## src/rtl/hazard_ctrl.sv

```systemverilog
// Pipeline interlock and forwarding controller: operand forward selects, load-use bubble,
// multi-cycle E-stage hold FSM and a saturating count of stalled cycles.
module hazard_ctrl #(
  parameter int unsigned SLOW_CYCLES = 4,
  parameter int unsigned CNT_W       = 16
) (
  input  logic             clock,
  input  logic             resetn,
  input  logic [4:0]       rs,
  input  logic [4:0]       rt,
  input  logic             use_rs,
  input  logic             use_rt,
  input  logic             ewreg,
  input  logic             em2reg,
  input  logic [4:0]       ern,
  input  logic             eslow,
  input  logic             mwreg,
  input  logic             mm2reg,
  input  logic [4:0]       mrn,
  output logic [1:0]       fwda,
  output logic [1:0]       fwdb,
  output logic             wpcir,
  output logic             dbubble,
  output logic             eholdn,
  output logic [CNT_W-1:0] stall_cnt
);

  localparam int unsigned REM_W = $clog2(SLOW_CYCLES + 1);
  // Remaining BUSY cycles after the first; unused when SLOW_CYCLES == 2.
  localparam logic [REM_W-1:0] REM_INIT =
      (SLOW_CYCLES > 2) ? REM_W'(SLOW_CYCLES - 3) : '0;

  typedef enum logic [1:0] {StRun, StBusy, StLast} state_e;

  state_e            r_state, w_state_d;
  logic [REM_W-1:0]  r_rem, w_rem_d;
  logic [CNT_W-1:0]  r_cnt;
  logic              w_lu;

  // E has priority over M; register 0 never forwards.
  function automatic logic [1:0] fwd_sel(input logic [4:0] src, input logic e_wr,
                                         input logic e_ld, input logic [4:0] e_rn,
                                         input logic m_wr, input logic m_ld,
                                         input logic [4:0] m_rn);
    if (e_wr && !e_ld && e_rn != 5'd0 && e_rn == src)      return 2'd1;
    else if (m_wr && !m_ld && m_rn != 5'd0 && m_rn == src) return 2'd2;
    else if (m_wr && m_ld && m_rn != 5'd0 && m_rn == src)  return 2'd3;
    else                                                   return 2'd0;
  endfunction

  // Operand forward selects, valid in every state.
  always_comb begin
    fwda = fwd_sel(rs, ewreg, em2reg, ern, mwreg, mm2reg, mrn);
    fwdb = fwd_sel(rt, ewreg, em2reg, ern, mwreg, mm2reg, mrn);
  end

  assign w_lu = ewreg & em2reg & (ern != 5'd0) &
                ((use_rs & (ern == rs)) | (use_rt & (ern == rt)));

  // Stall outputs and next state; LAST never looks at eslow (same op still in E).
  always_comb begin
    wpcir     = 1'b1;
    dbubble   = 1'b0;
    eholdn    = 1'b1;
    w_state_d = r_state;
    w_rem_d   = r_rem;
    unique case (r_state)
      StRun: begin
        if (eslow) begin
          wpcir  = 1'b0;
          eholdn = 1'b0;
          if (SLOW_CYCLES == 2) begin
            w_state_d = StLast;
          end else begin
            w_state_d = StBusy;
            w_rem_d   = REM_INIT;
          end
        end else if (w_lu) begin
          wpcir   = 1'b0;
          dbubble = 1'b1;
        end
      end
      StBusy: begin
        wpcir  = 1'b0;
        eholdn = 1'b0;
        if (r_rem == '0) w_state_d = StLast;
        else             w_rem_d   = r_rem - 1'b1;
      end
      StLast: begin
        if (w_lu) begin
          wpcir   = 1'b0;
          dbubble = 1'b1;
        end
        w_state_d = StRun;
      end
      default: w_state_d = StRun;
    endcase
  end

  // FSM state and remaining-cycle counter.
  always_ff @(posedge clock or negedge resetn) begin
    if (!resetn) begin
      r_state <= StRun;
      r_rem   <= '0;
    end else begin
      r_state <= w_state_d;
      r_rem   <= w_rem_d;
    end
  end

  // Saturating count of cycles with the front end held.
  always_ff @(posedge clock or negedge resetn) begin
    if (!resetn) begin
      r_cnt <= '0;
    end else if (!wpcir && r_cnt != {CNT_W{1'b1}}) begin
      r_cnt <= r_cnt + 1'b1;
    end
  end

  assign stall_cnt = r_cnt;

endmodule

```

## config.mk

```make
export PLATFORM = sky130hd
export DESIGN_NAME = hazard_ctrl
export DESIGN_NICKNAME = d
export VERILOG_FILES = /design/src/rtl/hazard_ctrl.sv
export SDC_FILE = /design/constraint.sdc
export NUM_CORES = 1
export LEC_CHECK = 0
export BUFFER_PORTS_ARGS = -buffer_cell sky130_fd_sc_hd__buf_2
export CORE_ASPECT_RATIO = 0.9
export CORE_MARGIN = 5
export CORE_UTILIZATION = 50
export CTS_BUF_LIST = sky130_fd_sc_hd__clkbuf_4 sky130_fd_sc_hd__clkbuf_8
export CTS_CLUSTER_SIZE = 12
export DETAILED_ROUTE_END_ITERATION = 6
export GPL_ROUTABILITY_DRIVEN = 0
export PLACE_DENSITY = 0.82
export SYNTH_ARGS = -nofsm -noshare
export SYNTH_HDL_FRONTEND = slang
export SYNTH_SLANG_ARGS = --single-unit
```

## constraint.sdc

```tcl
create_clock -name clock -period 4.45 [get_ports clock]
set_input_delay 0.89 -clock clock [delete_from_list [all_inputs] [get_ports clock]]
set_output_delay 0.89 -clock clock [all_outputs]
set_load 0.01 [all_outputs]
```

-- Word-level counts from Yosys, hierarchy flattened
Index checks and enable logic that the tools add are counted.
- input port bits: 29
- memories kept: 0
- memory bits (writable): 0
- output and inout bits: 23
- word-level logic and storage cells: 64
- register bits after elaboration: 21
- bits in read-only memories: 0
- latch bits: 0
- $lt $le $gt $ge: 0
- multiply operators: 0
- div/mod/pow operators: 0
- eq/ne operators: 10
- shifts and indexed selects: 0
- reductions and logical operators: 23
- bitwise gates (word level): 6
- muxes and demuxes: 20
- $add $sub $neg: 2
- operators with widths (operator ; count):
    $eq 5x5->1 ; 4
    $add 16x1->16 const B ; 1
    $mux 2 ; 8
    $ne 16x16->1 const B ; 1
    $logic_and 1x1->1 ; 13
    $reduce_bool 5->1 ; 2
    $mux 3 ; 2
    $ne 2x2->1 const B ; 3
    $pmux 3 s2 ; 1
    $and 1x1->1 ; 5
    $mux 1 ; 5
    $pmux 1 s2 ; 2
    $pmux 2 s2 ; 1
    $logic_not 1->1 ; 3
    $logic_not 3->1 ; 1
    $pmux 1 s3 ; 1
    $reduce_and 3->1 ; 1
    $sub 3x1->3 const B ; 1
    $eq 2x1->1 const B ; 1
    $eq 2x2->1 const B ; 1
    $logic_not 2->1 ; 1
    $reduce_and 2->1 ; 1
    $reduce_bool 2->1 ; 1
    $or 1x1->1 ; 1

-- Logic depth before layout (Yosys ltp)
- depth in word-level cells: 9
- depth in mapped cells: 7

-- Worst setup path before layout
No wires, ideal clock.
- kind: input port to output port
- start: in ern[0]
- end: out wpcir
- setup slack: 1523 ps
- cell stages on the path: 5
- path buffers: 1
- data required time: 3560 ps
- arrival: 2037 ps
- path through: or4_1 -> o21ai_2 -> nor3b_1 -> a21boi_4 -> buf_6
- longest elaborated chain between the ends: 7
- elaborated cells between the ends (all ways): 11
- classes of those cells: eq/ne: 2; mux: 3; bitwise: 5; reduce/logical: 1
- ends and longest elaborated chain (element ; RTL line ; text):
    from (decl) ; 15 ; input logic [4:0] ern,
    $eq 5x5->1 ; 58 ; ((use_rs & (ern == rs)) | (use_rt & (ern == rt)));
    $and 1x1->1 ; 58 ;
    $or 1x1->1 ; 58 ;
    $and 1x1->1 (*) ; 57 ; assign w_lu = ewreg & em2reg & (ern != 5'd0) &
    $mux 1 (*) ; 78, 90 ;
    $mux 1 ; 69 ; if (eslow) begin
    $pmux 1 s3 (*) ; 67 ; unique case (r_state)
    to (decl) ; 22 ; output logic wpcir,
Every way passes the cells marked *; elsewhere a longest branch is shown, timed or not.

-- Worst setup path after layout
Same ends and word-level chain as after synthesis.

==> out/qor.yml <==
run_status: "finished clean"
timing.rr.start: "r_state[0]$_DFFE_PN0P_"
synth_compound_area_frac: 0.0800
critPathMaxFanout: 16
skew_ns: 0.00419
die_h_um: 59.2
groute.usage.overall: 0.186
crit_type: "in2out"
hold_buffers: 0
cts_buffers: 3
slew_viol_final: 0
routed_via_density: 5.68
timing.slew.headroom: 0.652
fin_total_pwr_uw: 725
setup_viol: 0
post-dp-hpwl_um: 2690
start_util: 0.536
endpoint_required_time_on_the_critical_path_ns: 3.56
final_net_count: 226
holdWs_ns: 0.491
dominantRegCellSynth: "dfrtp_1"
later_pin_clock_latency_in_the_skew_report_ns: 0.31
route.vias.total: 1255
yosys.cell_count.top_type: "xor2_1"
worstSetupStartpoint: "ern[0]"
hold_violations: 0
grt-ovfl-total: 0
core-area_um2: 2510
postSynthRegisterBits: 21
placement.io_buffers: 51
clock.fmax_mhz: 301
finalSetupTns_ns: 0
leakage_uw: 0.000876
cap_violations: 0
routed_wl_um: 3300
htree_levels: 1
grt_start_max_net_pins: 22
first_global_vias: 1270
p_per_area_nw_per_um2: 440
synth-adder-area-share: 0.0279
fillCellCount: 226
synth_largest_type_area_fraction: 0.391
root_buffer: "clkbuf_4"
synthSimpleGateAreaFrac: 0.233
final_layout_size_suffix_gt1_frac: 0.306
ioPinCount: 52
final.min_clock_period_ns: 3.32
worst-slew-pin-transition_ns: 0.517
yosys.area_share.xor_xnor: 0.228
grt_antenna_before_repair: 0
area.growth.synth_to_final_pct: 22.6
hold_path_startpoint: "stall_cnt[15]$_DFFE_PN0P_"
netlist_top_cells_count: "xor2_1, dfrtp_1, nor3_1, nand3_1"
dr.pass1.iters: 4
synth_area_leader_cell: "dfrtp_1"
unrepaired_setup_endpoints_after_global_routing: "no"
dr.first_iter.drc_count: 77
cp_data_arrival_time_ns: 2.43
dieWidth_um: 64.7
drcViolationCount: 0
cell_rows: 17
area_of_the_die_um2: 3830
clock-sinks: 21
synth.cell_area_um2: 1350
num_antenna_cells: 0
post_synth_edffs: 0
tritoncts: "built"
synth_fp_nets: 172
ant_nets: 0
postSynthCellCount: 140
hold_path.class: "reg2reg"
async_reset_ff_frac: 1.00
largest_family_of_logic_cells_by_synthesized_area: "simple AND/OR/NAND/NOR gates"
grt_pass1_wl_um: 5540
postSynthAreaPerCell_um2: 9.61
cts_setup_buffers: 0
min_period_over_period: 0.747
synth.yosys.seq_area_share: 0.391
setup.worst_path.end_class: "primary output"
post_cts.resized_instances: 0
cts-root-to-sink-buffers: 2
synthesis.yosys.warnings: 0
synth.area.top_cells: "dfrtp_1, xor2_1, xnor2_1"
wire_per_inst_um: 15.0
muxShareOfSynthArea: 0.0112
setup.worst_path.start_class: "primary input"
clk_pin_slew_ns: 0.11
irDropWorstVdd_v: 0.000309
netlist_cell_types: 30
## kinds of logic after synthesis
family | count (synthesis)
muxes | 1
buffers and inverters | 8
and+or+nand+nor | 57
adders and majority gates | 3
xor gates and xnor gates | 35
AOI/OAI and AO/OA | 15
DFF | 21
## final timing paths
kind / endpoint / slack, ns / depth (start not counted)
worst min register to register: stall_cnt[15]$_DFFE_PN0P_ / 0.49 / 1
worst max register to register: stall_cnt[1]$_DFFE_PN0P_ / 2.49 / 4
max in group asynchronous: stall_cnt[7]$_DFFE_PN0P_ / 3.62 / 1
min in group asynchronous: r_rem[2]$_DFFE_PN0P_ / 0.51 / 1
worst min-delay path: stall_cnt[15]$_DFFE_PN0P_ / 0.49 / 1
worst max-delay path: wpcir / 1.13 / 6
## cell type report
class / count / area (um2) / share of cell area
inverters: 6 / 22.5 / 0.0137
clock buffers: 4 / 30.0 / 0.0182
repair buffers: 51 / 255 / 0.155
multi-input cells: 111 / 781 / 0.473
well taps: 28 / 35.0 / 0.0212
flip-flops and latches: 21 / 526 / 0.319
## state kept, by name, summed over array words and instances (netlist names)
signal and flops:
r_state 2, r_rem 3, stall_cnt 16
## metrics by stage
stage | instance area (um2) | util | instances | worst slack (ns)
6_report | 1650 | 0.657 | 221 | 1.13
4_1_cts | 1650 | 0.657 | 221 | 1.14
3_5_place_dp | 1620 | 0.645 | 217 | 1.13
2_1_floorplan | 1350 | - | 140 | 1.52
3_3_place_gp | 1620 | 0.645 | 217 | 1.18
5_1_grt | 1650 | 0.657 | 221 | 1.06
## metal layers
metal	part of all wire	global-route usage	vias to the layer above
met5	0	0	-
met4	0.021	0.0904	0
met3	0.077	0.0607	9
met2	0.49	0.318	42
met1	0.41	0.211	603
li1	-	-	601
## cell usage in the layout, fill, tap and decap left out, types with 2 or more instances in the layout
cell,instances
nor4b_1,2
nor3_1,11
xnor2_1,7
or4_1,2
inv_1,6
ha_1,3
and3_1,7
nand3_1,8
a21oi_1,2
nand4_1,3
xor2_1,28
nor2_1,7
nor3b_1,5
dfrtp_1,21
clkbuf_4,4
nand2_1,7
nor4_1,2
buf_2,51
o21ai_0,6
## critical path, cell delays in order
cell,delay [ns]
buf_2,0.12
or4_1,0.55
o21ai_2,0.15
nor3b_1,0.10
a21boi_4,0.40
buf_2,0.22
## power breakdown
group | total (uW) | internal (uW) | switching [uW]
combinational | 319 | 144 | 175
sequential | 305 | 248 | 57.0
clock | 101 | 41.2 | 60.2
total | 725 | 433 | 292
Power figures use the tool's default switching activity.
